$ cat src/rtl/sauria_cfg_sequencer.sv
// Command-driven AXI4-Lite config sequencer: WRITE/READ/POLL/DONE, one txn at a time.
// Optional SAURIA_CFG_SEQ_RESP_CHECK_EN flags non-OKAY bresp/rresp on o_resp_err.
module sauria_cfg_sequencer #(
    parameter int ADDR_W       = 32,
    parameter int DATA_W       = 32,
    parameter int POLL_TIMEOUT = 65535,
    parameter int POLL_GAP     = 4
) (
    input  logic              i_system_clk,
    input  logic              i_system_rstn,
    input  logic              i_cmd_valid,
    output logic              o_cmd_ready,
    input  logic [1:0]        i_cmd_op,
    input  logic [ADDR_W-1:0] i_cmd_addr,
    input  logic [DATA_W-1:0] i_cmd_data,
    input  logic [DATA_W-1:0] i_cmd_mask,
    output logic              o_rsp_valid,
    output logic [DATA_W-1:0] o_rsp_data,
    output logic [ADDR_W-1:0] o_cfg_axi_awaddr,
    output logic              o_cfg_axi_awvalid,
    input  logic              i_cfg_axi_awready,
    output logic [DATA_W-1:0] o_cfg_axi_wdata,
    output logic              o_cfg_axi_wvalid,
    input  logic              i_cfg_axi_wready,
    input  logic [1:0]        i_cfg_axi_bresp,
    input  logic              i_cfg_axi_bvalid,
    output logic              o_cfg_axi_bready,
    output logic [ADDR_W-1:0] o_cfg_axi_araddr,
    output logic              o_cfg_axi_arvalid,
    input  logic              i_cfg_axi_arready,
    input  logic [DATA_W-1:0] i_cfg_axi_rdata,
    input  logic [1:0]        i_cfg_axi_rresp,
    input  logic              i_cfg_axi_rvalid,
    output logic              o_cfg_axi_rready,
    output logic              o_check_flag,
    output logic              o_timeout_err,
    output logic              o_resp_err
);

    typedef enum logic [2:0] {
        ST_IDLE,
        ST_WR,
        ST_WR_RESP,
        ST_RD,
        ST_RD_DATA,
        ST_POLL_GAP,
        ST_DONE
    } state_t;

    localparam logic [1:0] OP_WRITE = 2'd0;
    localparam logic [1:0] OP_READ  = 2'd1;
    localparam logic [1:0] OP_POLL  = 2'd2;
    localparam logic [1:0] OP_DONE  = 2'd3;

    localparam logic [31:0] GAP_LAST = (POLL_GAP > 0) ? 32'(POLL_GAP - 1) : 32'd0;
    localparam logic [31:0] TO_LAST  = (POLL_TIMEOUT > 0) ? 32'(POLL_TIMEOUT - 1) : 32'd0;

    state_t            state;
    logic              is_poll;
    logic [DATA_W-1:0] poll_exp;
    logic [DATA_W-1:0] poll_mask;
    logic [31:0]       poll_cnt;
    logic [31:0]       gap_cnt;
    logic              accept;
    logic              aw_done;
    logic              w_done;
    logic              poll_hit;

    assign o_cmd_ready = (state == ST_IDLE) || (state == ST_DONE);
    assign accept      = i_cmd_valid && o_cmd_ready;
    assign aw_done     = !o_cfg_axi_awvalid || i_cfg_axi_awready;
    assign w_done      = !o_cfg_axi_wvalid || i_cfg_axi_wready;
    assign poll_hit    = ((i_cfg_axi_rdata ^ poll_exp) & poll_mask) == '0;

    // Flag drops combinationally in the cycle a non-DONE command is taken.
    assign o_check_flag = (state == ST_DONE) &&
                          !(i_cmd_valid && (i_cmd_op != OP_DONE));

    always_ff @(posedge i_system_clk or negedge i_system_rstn) begin
        if (!i_system_rstn) begin
            state             <= ST_IDLE;
            is_poll           <= 1'b0;
            poll_exp          <= '0;
            poll_mask         <= '0;
            poll_cnt          <= '0;
            gap_cnt           <= '0;
            o_rsp_valid       <= 1'b0;
            o_rsp_data        <= '0;
            o_cfg_axi_awaddr  <= '0;
            o_cfg_axi_awvalid <= 1'b0;
            o_cfg_axi_wdata   <= '0;
            o_cfg_axi_wvalid  <= 1'b0;
            o_cfg_axi_bready  <= 1'b0;
            o_cfg_axi_araddr  <= '0;
            o_cfg_axi_arvalid <= 1'b0;
            o_cfg_axi_rready  <= 1'b0;
            o_timeout_err     <= 1'b0;
        end else begin
            o_rsp_valid <= 1'b0;
            unique case (state)
                ST_IDLE, ST_DONE: begin
                    if (accept) begin
                        poll_cnt <= '0;
                        unique case (i_cmd_op)
                            OP_WRITE: begin
                                o_cfg_axi_awaddr  <= i_cmd_addr;
                                o_cfg_axi_wdata   <= i_cmd_data;
                                o_cfg_axi_awvalid <= 1'b1;
                                o_cfg_axi_wvalid  <= 1'b1;
                                state             <= ST_WR;
                            end
                            OP_READ, OP_POLL: begin
                                o_cfg_axi_araddr  <= i_cmd_addr;
                                o_cfg_axi_arvalid <= 1'b1;
                                is_poll           <= (i_cmd_op == OP_POLL);
                                poll_exp          <= i_cmd_data;
                                poll_mask         <= i_cmd_mask;
                                state             <= ST_RD;
                            end
                            default: state <= ST_DONE;
                        endcase
                    end
                end
                ST_WR: begin
                    if (i_cfg_axi_awready) o_cfg_axi_awvalid <= 1'b0;
                    if (i_cfg_axi_wready)  o_cfg_axi_wvalid  <= 1'b0;
                    if (aw_done && w_done) begin
                        o_cfg_axi_bready <= 1'b1;
                        state            <= ST_WR_RESP;
                    end
                end
                ST_WR_RESP: begin
                    if (i_cfg_axi_bvalid) begin
                        o_cfg_axi_bready <= 1'b0;
                        state            <= ST_IDLE;
                    end
                end
                ST_RD: begin
                    if (i_cfg_axi_arready) begin
                        o_cfg_axi_arvalid <= 1'b0;
                        o_cfg_axi_rready  <= 1'b1;
                        state             <= ST_RD_DATA;
                    end
                end
                ST_RD_DATA: begin
                    if (i_cfg_axi_rvalid) begin
                        o_cfg_axi_rready <= 1'b0;
                        if (!is_poll) begin
                            o_rsp_valid <= 1'b1;
                            o_rsp_data  <= i_cfg_axi_rdata;
                            state       <= ST_IDLE;
                        end else if (poll_hit) begin
                            state <= ST_IDLE;
                        end else if (poll_cnt >= TO_LAST) begin
                            poll_cnt      <= poll_cnt + 32'd1;
                            o_timeout_err <= 1'b1;
                            state         <= ST_IDLE;
                        end else begin
                            poll_cnt <= poll_cnt + 32'd1;
                            gap_cnt  <= '0;
                            state    <= ST_POLL_GAP;
                        end
                    end
                end
                ST_POLL_GAP: begin
                    if (gap_cnt >= GAP_LAST) begin
                        o_cfg_axi_arvalid <= 1'b1;
                        state             <= ST_RD;
                    end else begin
                        gap_cnt <= gap_cnt + 32'd1;
                    end
                end
                default: state <= ST_IDLE;
            endcase
        end
    end

`ifdef SAURIA_CFG_SEQ_RESP_CHECK_EN
    always_ff @(posedge i_system_clk or negedge i_system_rstn) begin
        if (!i_system_rstn) begin
            o_resp_err <= 1'b0;
        end else if ((i_cfg_axi_bvalid && o_cfg_axi_bready && (i_cfg_axi_bresp != 2'b00)) ||
                     (i_cfg_axi_rvalid && o_cfg_axi_rready && (i_cfg_axi_rresp != 2'b00))) begin
            o_resp_err <= 1'b1;
        end
    end
`else
    logic unused_resp;
    assign unused_resp = ^{i_cfg_axi_bresp, i_cfg_axi_rresp};
    assign o_resp_err  = 1'b0;
`endif

endmodule

$ cat config.mk
export PLATFORM = sky130hd
export DESIGN_NAME = sauria_cfg_sequencer
export DESIGN_NICKNAME = d
export VERILOG_FILES = /design/src/rtl/sauria_cfg_sequencer.sv
export SDC_FILE = /design/constraint.sdc
export NUM_CORES = 1
export LEC_CHECK = 0
export BUFFER_PORTS_ARGS = -buffer_cell sky130_fd_sc_hd__buf_4
export CELL_PAD_IN_SITES_DETAIL_PLACEMENT = 1
export CELL_PAD_IN_SITES_GLOBAL_PLACEMENT = 2
export CORE_MARGIN = 1
export CORE_UTILIZATION = 30
export CTS_CLUSTER_DIAMETER = 200
export DETAILED_ROUTE_END_ITERATION = 10
export PLACE_DENSITY = 0.82
export SLEW_MARGIN = 20
export SYNTH_ARGS = -nofsm -noshare
export SYNTH_HDL_FRONTEND = slang
export SYNTH_SLANG_ARGS = --single-unit
export TNS_END_PERCENT = 1
$ cat constraint.sdc
create_clock -name i_system_clk -period 1.97 [get_ports i_system_clk]
set_input_delay 0.197 -clock i_system_clk [delete_from_list [all_inputs] [get_ports i_system_clk]]
set_output_delay 0.197 -clock i_system_clk [all_outputs]
set_load 0.005 [all_outputs]
; Word level (Yosys, flattened, before mapping)
; Cells that the tools add are included.
[totals]
register_bits = 267
out_inout_bits = 138
inputBits = 142
[op_classes]
reduce_logical = 33
n_lt_le_gt_ge = 2
n_eq_ne = 23
addsub = 2
muxes = 42
bitwise = 4
[op_table]
columns = op, count
row1 = 32-bit 2-to-1 mux, 9
row2 = 32-bit case mux with 2 select lines, 2
row3 = "32-bit by 1-bit adder with 32-bit output, second input constant", 2
row4 = 32-bit bitwise AND, 1
row5 = "32-bit by 16-bit >= comparator with 1-bit output, second input constant", 1
row6 = "32-bit by 2-bit >= comparator with 1-bit output, second input constant", 1
row7 = 32-bit logical NOT, 1
row8 = 32-bit XOR, 1
row9 = 3-bit 2-to-1 mux, 9
row10 = "2-bit inequality test, second input constant", 13
row11 = 3-bit case mux with 6 select lines, 1
row12 = 1-bit 2-to-1 mux, 15
row13 = 3-bit AND reduction, 5
row14 = 5-bit AND reduction, 3
row15 = 6-bit AND reduction, 2
row16 = 2-bit nonzero test, 5
row17 = "3-bit == test, second input constant", 3
row18 = 1-bit case mux with 2 select lines, 4
row19 = 4-bit AND reduction, 2
row20 = "3-bit by 2-bit == test with 1-bit output, second input constant", 2
row21 = 3-bit case mux with 2 select lines, 1
row22 = 1-bit logical AND, 4
row23 = "2-bit by 1-bit inequality test with 1-bit output, second input constant", 2
row24 = 2-bit OR reduction, 2
row25 = 10 further kinds, 15

; Depth between registers and ports, before layout
; Gate-level depths: netlist of run 1.
[depth]
word_depth = 7
depth_mapped = 9

; Worst setup path after synthesis of run 1
; Ideal clock, no wire load.
[synth_timing]
path_kind = register to register
from = reg state[1]
to = reg gap_cnt[3]
required_time_ns = 1.852
period_less_slack_ns = 2.146
t_arrival_ns = 2.028
n_path_buf = 2
stages_incl_launch_ff = 7
slack_ns = -0.176
setup_ns = 0.118
cell_sequence = dfrtp_1 -> buf_6 -> nand2b_4 -> a221o_1 -> nor4_1 -> clkbuf_1 -> and2b_1
[synth_via]
elab_chain_cells = 3
[synth_rtl]
columns = item, line_no
row1 = from (decl), 58  ; state_t state;
row2 = from (signal assigned), 81  ; state <= ST_IDLE;
row3 = from (signal assigned), 110  ; state <= ST_WR;
row4 = from (signal assigned), 118  ; state <= ST_RD;
row5 = 3-bit == test, 100  ; unique case (state)
row6 = 2-bit inequality test (no line) or 2-bit nonzero test (tied branches), n/a
row7 = 6-bit AND reduction (no line), n/a
row8 = to (signal assigned), 170  ; gap_cnt <= gap_cnt + 32'd1;
row9 = to (decl), 63  ; logic [31:0] gap_cnt;
; Parallel ways exist; a longest one is shown, timed or not.
; A chain may end at the register's enable or synchronous reset.

; Worst setup path in the final report of run 1
[layout_timing]
from = reg state[1]
to = reg poll_cnt[26]
[layout_via]
elab_chain_cells = 5
[layout_rtl]
columns = item, line_no
row1 = 3-bit == test or 3-bit logical NOT (tied branches), "69, 100"
row2 = 1-bit logical OR, 69  ; assign o_cmd_ready = (state == ST_IDLE) || (state == ST_DONE);
row3 = 1-bit logical AND, 70  ; assign accept = i_cmd_valid && o_cmd_ready;
row4 = 2-bit inequality test (no line), n/a
row5 = 5-bit AND reduction (no line), n/a
row6 = to (signal assigned), 155  ; poll_cnt <= poll_cnt + 32'd1;
row7 = to (signal assigned), 159  ; poll_cnt <= poll_cnt + 32'd1;
row8 = to (decl), 62  ; logic [31:0] poll_cnt;
; Parallel ways exist; a longest one is shown, timed or not.

==> results.json, run 1 <==
{
  "status": "complete, but fails checks",
  "violations": "negative setup slack",
  "met2_length_mm": 19.51,
  "syn_area_um2": 11400,
  "fin_crit_sh": 1.068,
  "wl_mm": 38.60,
  "postLayoutSetupSlackWorst_ns": -0.1348,
  "clock_latency_ns": 0.52,
  "maxCapViolations": 0,
  "min_period_ns": 2.105,
  "slew_viol_final": 0,
  "worstPathRequired_ns": 2.41,
  "portBuffers": 274,
  "worst_ir_drop_vdd_v": 0.0006971,
  "cp_common_cell": "buf_4",
  "ys_seq_elements": 267,
  "whs_ns": 0.02471,
  "ys_seq_area_frac": 0.5863,
  "area_growth_pct": 52.66,
  "fill_cells": 4137,
  "grt.overflow.total": 0,
  "synth.net_count": 1212,
  "async_flop_share": 1.000,
  "placed_area_um2": 14770,
  "ys_top_cells_by_count": "321 x nand2_1, 267 x dfrtp_1, 97 x mux2_2",
  "synth.area.top_cells": "dfrtp_1 59%, nand2_1 11%, mux2_2 9.6%, xor2_1 2.5%, nor2b_1 1.8%",
  "nets": 1695,
  "ff_latch_area_um2": 6684,
  "clock_skew_ns": 0.01340,
  "cp_max_fo": 7,
  "slowest_delay_ns": 0.46,
  "first_iter_violations": 384,
  "critPathCaptureType": "flip-flop",
  "rsz0062_at_grt": "yes",
  "cp_cell_sequence": "nand2b_4, a221oi_2, buf_4, buf_4, nand3_4, nor4_4, buf_4, nand4b_1, a21oi_2",
  "wire_per_inst_um": 18.48,
  "num_rows": 71,
  "power_density_nw_per_um2": 1366,
  "critPathKind": "flip-flop to flip-flop",
  "drc": 0,
  "dr.pass1.iters": 4,
  "grt_pass1_wl_mm": 62.06,
  "design.core.area_um2": 37490,
  "grt_pass1_vias": 11150,
  "grt_start_max_net_pins": 66,
  "max_freq_ghz": 0.4751,
  "synth_cell_types": 57,
  "antenna_found_initial": 6,
  "cts_made_buffers": 34,
  "multi_input_area_um2": 4598,
  "grt_util_all_layers": 0.2030,
  "setup_viol": 87,
  "h-tree-depth": 2,
  "syn_inst": 1063,
  "synth.avg_cell_area_um2": 10.72,
  "yosys_warnings": 0,
  "hold_path_class": "primary input to flip-flop",
  "crit_path_top_delay_cell": "dfrtp_2",
  "drive_gt1_frac": 0.3581,
  "place_congestion": 0.7797,
  "die_w_um": 196.9,
  "clk_pin_slew_ns": 0.06,
  "ios": 280,
  "cts_root_buf": "clkbuf_16",
  "design_area_um2": 17400,
  "synth_enable_flop_cells": 0,
  "cts_sinks": 267,
  "top_layer": "met4",
  "dp_hpwl_mm": 25.46,
  "synthFlopType": "dfrtp_1",
  "cp-start-kind": "flip-flop",
  "hold_violations": 0,
  "synthMostInstantiatedCell": "nand2_1",
  "vias_per_cell": 4.706,
  "dr_wl_met3_mm": 1.790,
  "dieArea_um2": 38770,
  "drt-met1-wl_mm": 16.41,
  "cts_buffer_depth": 3,
  "p_leak_nw": 8.600,
  "initial_core_util": 0.3040,
  "cts_tree": "yes",
  "ant_nets": 0,
  "yosys.area.top_type": "dfrtp_1",
  "die_h_um": 196.9,
  "final_core_util": 0.4641,
  "cp.arrival_ns": 2.55,
  "yosys.area.top_type_share": 0.5863,
  "num_vias": 9831
}
final timing paths:
| check | startpoint | end | slack [ns] | cells past startpoint |
|---|---|---|---|---|
| max | state[1] | poll_cnt[26] | -0.13 | 9 |
| min reg2reg | o_cfg_axi_araddr[21] | o_cfg_axi_araddr[21] | 0.47 | 2 |
| min in group asynchronous | i_system_rstn | o_cfg_axi_wdata[19] | 0.20 | 2 |
| max reg2reg | state[1] | poll_cnt[26] | -0.13 | 9 |
| min | i_cfg_axi_arready | o_cfg_axi_arvalid | 0.02 | 4 |
| max in group asynchronous | i_system_rstn | poll_exp[3] | 1.07 | 3 |
kinds of logic after synthesis:
logic type / Yosys count / synth area share
compound gates: 101 / 0.05973
mux: 98 / 0.09673
fa+ha+maj: 7 / 0.007685
other cells: 1 / 0.0003291
buf+inv: 70 / 0.02558
xor+xnor: 33 / 0.02536
simple gates: 486 / 0.1983
flops: 267 / 0.5863
routing by layer:
metal	global-route usage	up-vias
met4	0.05914	0
met3	0.04381	60
met5	0	-
met2	0.3511	224
met1	0.2536	4947
li1	-	4600
critical path, delay by kind of cell (launching register included):
family | cells | cell delay (ns)
simple gates | 4 | 0.65
buf+inv | 3 | 0.50
flops | 1 | 0.46
compound gates | 2 | 0.42
through the flow:
stage | setup slack (ns) | power [mW] | TNS, ns | cells
5_1_grt | -0.2830 | 25.20 | -17.63 | 2089
3_5_place_dp | -0.2704 | 17.02 | -8.756 | 1885
6_report | -0.1348 | 23.77 | -4.499 | 2089
4_1_cts | -0.1417 | 23.72 | -5.202 | 2079
3_3_place_gp | -0.2306 | 16.67 | -5.406 | 1885
2_1_floorplan | -0.1196 | 12.35 | -2.112 | 1063
what timing repair did:
action | CTS | global route
resized for setup | 24 | 14
endpoints found under the hold margin | 238 | 0
pin swaps | 21 | 8
hold buffers | 131 | 0
buffers inserted | 1 | 4
endpoints found under the setup margin | 130 | 135
final cells by class:
cell class                      count  share of cell area
Antenna cell                        6           0.0008631
Clock buffer                       49             0.05617
Clock inverter                     13            0.007911
Inverter                           15            0.003236
Multi-Input combinational cell    726              0.2643
Sequential cell                   267              0.3842
Tap cell                          511             0.03675
Timing Repair Buffer              502              0.2465
registers in the layout, indices dropped and copies added, names as in the netlist, 3 cells and up:
name	cells
state	3
poll_cnt	32
o_rsp_data	32
poll_exp	32
o_cfg_axi_awaddr	32
o_cfg_axi_araddr	32
poll_mask	32
gap_cnt	32
o_cfg_axi_wdata	32
power breakdown:
group | switching [mW] | internal (mW) | total, mW
Combinational | 4.07 | 4.65 | 8.72
Clock | 2.47 | 3.74 | 6.21
Sequential | 1.33 | 7.52 | 8.85
Total | 7.86 | 15.9 | 23.8
placed cells by master (no fill, tap or decap), drive strengths merged, types with 20 or more instances in the layout:
cell type | synthesis | layout
mux2 | 97 | 97
nand3 | 20 | 20
dlygate4sd3 | 0 | 131
buf | 19 | 371
a21oi | 23 | 23
clkbuf | 36 | 49
xor2 | 33 | 33
or4 | 21 | 21
dfrtp | 267 | 267
nand2 | 321 | 321
nor2b | 33 | 33
(Power assumes the default switching activity.)
==> run 2, diff against run 1 <==
==> constraint.sdc (replaced) <==
create_clock -name i_system_clk -period 1.8 [get_ports i_system_clk]
set_input_delay 0.18 -clock i_system_clk [delete_from_list [all_inputs] [get_ports i_system_clk]]
set_output_delay 0.18 -clock i_system_clk [all_outputs]
set_load 0.005 [all_outputs]
==> run 2 against run 1 <==
  * The run still ends with negative setup slack left
  * Worst setup slack got worse by 0.22 ns
  * Register-to-register slack worse by 0.22 ns
  * Hold slack improved by 0.090 ns
  * Via count increased by 3.4%
  * Highest routed layer unchanged
  * Maximum frequency down 2.3%
  * Largest power group is now combinational cells
  * Cell area rose by 3.8%
  * Non-clock buffer count up 43
  * Sequential share of layout area decreased by 1.4 points
==> results.json, run 2 (synthesis gave the netlist of run 1 again) <==
{
  "status": "complete, but fails checks",
  "violations": "negative setup slack",
  "cts_sinks": 267,
  "whs_path_depth": 5,
  "setup_viol": 237,
  "p_comb_frac": 0.381,
  "wl_mm": 41.98,
  "first_iter_violations": 423,
  "rr_startpoint": "poll_exp[29]",
  "hold_violations": 0,
  "cp_top_family": "compound AO/OA/AOI/OAI gates",
  "fin_crit_sh": 1.197,
  "ant_nets": 0,
  "dp_hpwl_mm": 26.71,
  "cts_made_buffers": 34,
  "min_period_ns": 2.154,
  "area_growth_pct": 58.52,
  "power.switching_mw": 9.143,
  "finalSetupTns_ns": -47.18,
  "dieArea_um2": 38770,
  "clk_pin_slew_ns": 0.06,
  "cp.arrival_ns": 2.57,
  "fill_cells": 4102,
  "power_frac_seq": 0.354,
  "cp_common_cell": "buf_6",
  "regToRegSetupSlack_ns": -0.35,
  "design.core.area_um2": 37490,
  "cts_buffer_depth": 3,
  "crit_path_top_delay_cell": "dfrtp_1",
  "max_slew.worst_pin.slew_ns": 0.6154,
  "grt_start_max_net_pins": 66,
  "critPathCaptureType": "flip-flop",
  "wire_per_inst_um": 19.73,
  "clock_skew_ns": 0.04455,
  "critPathBufInv": 2,
  "drc": 0,
  "num_rows": 71,
  "worstPathRequired_ns": 2.22,
  "initial_core_util": 0.3040,
  "nets": 1738,
  "final_core_util": 0.4819,
  "grt_pass1_wl_mm": 65.78,
  "hold_path_class": "primary input to flip-flop",
  "ios": 280,
  "cts_root_buf": "clkbuf_16",
  "cts_tree": "yes",
  "die_w_um": 196.9,
  "p_int_mw": 18.33,
  "num_vias": 10160,
  "slew_viol_final": 0,
  "clkPwrFrac": 0.265,
  "slowest_delay_ns": 0.41,
  "vias_per_cell": 4.776,
  "maxSlewHeadroom": 0.5897,
  "grt_pass1_vias": 11660,
  "h-tree-depth": 2,
  "cp-start-kind": "flip-flop",
  "grt.overflow.total": 0,
  "power_density_nw_per_um2": 1521,
  "final_common_cell": "buf_4",
  "clock_latency_ns": 0.56,
  "dr.pass1.iters": 4,
  "place_congestion": 0.8265,
  "hold_end": "is_poll",
  "r2r-end": "state[2]",
  "final_cell_mix": "372 x buf_4, 312 x nand2_1, 264 x dfrtp_1",
  "portBuffers": 274,
  "min_from": "i_cmd_op[0]",
  "p_total_mw": 27.47,
  "max_freq_ghz": 0.4643,
  "postLayoutSetupSlackWorst_ns": -0.3539,
  "p_leak_nw": 8.904,
  "die_h_um": 196.9,
  "maxCapViolations": 0,
  "rr_worst_depth": 8,
  "worst_ir_drop_vdd_v": 0.0008371,
  "p_sw_frac": 0.3328,
  "antenna_found_initial": 5,
  "rsz0062_at_grt": "yes",
  "drive_gt1_frac": 0.3887,
  "cp_cell_sequence": "xor2_2, a22oi_2, nand4_1, buf_6, nor4_4, buf_6, nor3_1, o32a_1",
  "critPathKind": "flip-flop to flip-flop",
  "grt_util_all_layers": 0.2187,
  "cp_max_fo": 12
}
## run 2: metal layers
layer,GRT usage,share of wire,vias up
li1,-,-,4669
met1,0.2599,0.41,5168
met2,0.3850,0.52,252
met3,0.04449,0.043,75
met4,0.08757,0.029,0
met5,0,0,-
## run 2: area by class of cell
| type | instances | area (um2) | share of cell area |
|---|---|---|---|
| multi-input combinational | 726 | 4710 | 0.2607 |
| sequential | 267 | 6685 | 0.3701 |
| clock inverter | 10 | 201.4 | 0.01115 |
| timing repair buffer | 545 | 4760 | 0.2635 |
| antenna | 4 | 10.01 | 0.0005541 |
| inverter | 15 | 58.81 | 0.003255 |
| tap | 511 | 639.4 | 0.03539 |
| clock buffer | 50 | 1001 | 0.05541 |
## run 2: power groups by stage
stage | clock [mW] | combinational, mW | sequential [mW]
after floorplan | 0 | 4.02 | 9.49
after global placement | 0 | 9.32 | 9.49
after detailed placement | 0 | 9.58 | 9.64
after CTS | 7.41 | 10.1 | 9.60
after global routing | 7.64 | 11.3 | 9.98
final | 7.28 | 10.5 | 9.72
## run 2: worst max path at each step
stage,startpoint,endpoint,cells past startpoint
after floorplan,state[1],poll_cnt[13],6
after global placement,poll_exp[10],o_timeout_err,6
after detailed placement,poll_exp[29],poll_cnt[19],9
after CTS,poll_exp[10],state[2],7
after global routing,poll_exp[23],gap_cnt[28],10
final,poll_exp[29],state[2],8
## run 2: stage by stage
stage,setup WS (ns),hold WS [ns],instances,area (um2)
floorplan,-0.2896,-0.1156,1063,11410
CTS,-0.3400,0.08413,2122,17910
global placement,-0.3517,0.2138,1928,15190
detailed placement,-0.4171,0.2143,1928,15190
global route,-0.4363,0.1378,2128,18060
finish,-0.3539,0.1149,2128,18060
## run 2: worst min-delay path, stage by stage
cell and delay (ns):
buf_4 0.09, inv_1 0.06, ha_1 0.19, nand2_1 0.06, nand2_1 0.04
## run 2: repair_timing
action / in CTS / in global routing
pin swaps: 31 / 15
endpoints found under the setup margin: 264 / 260
buffers inserted: 0 / 2
endpoints found under the hold margin: 248 / 0
resized for setup: 45 / 35
hold buffers: 134 / 0
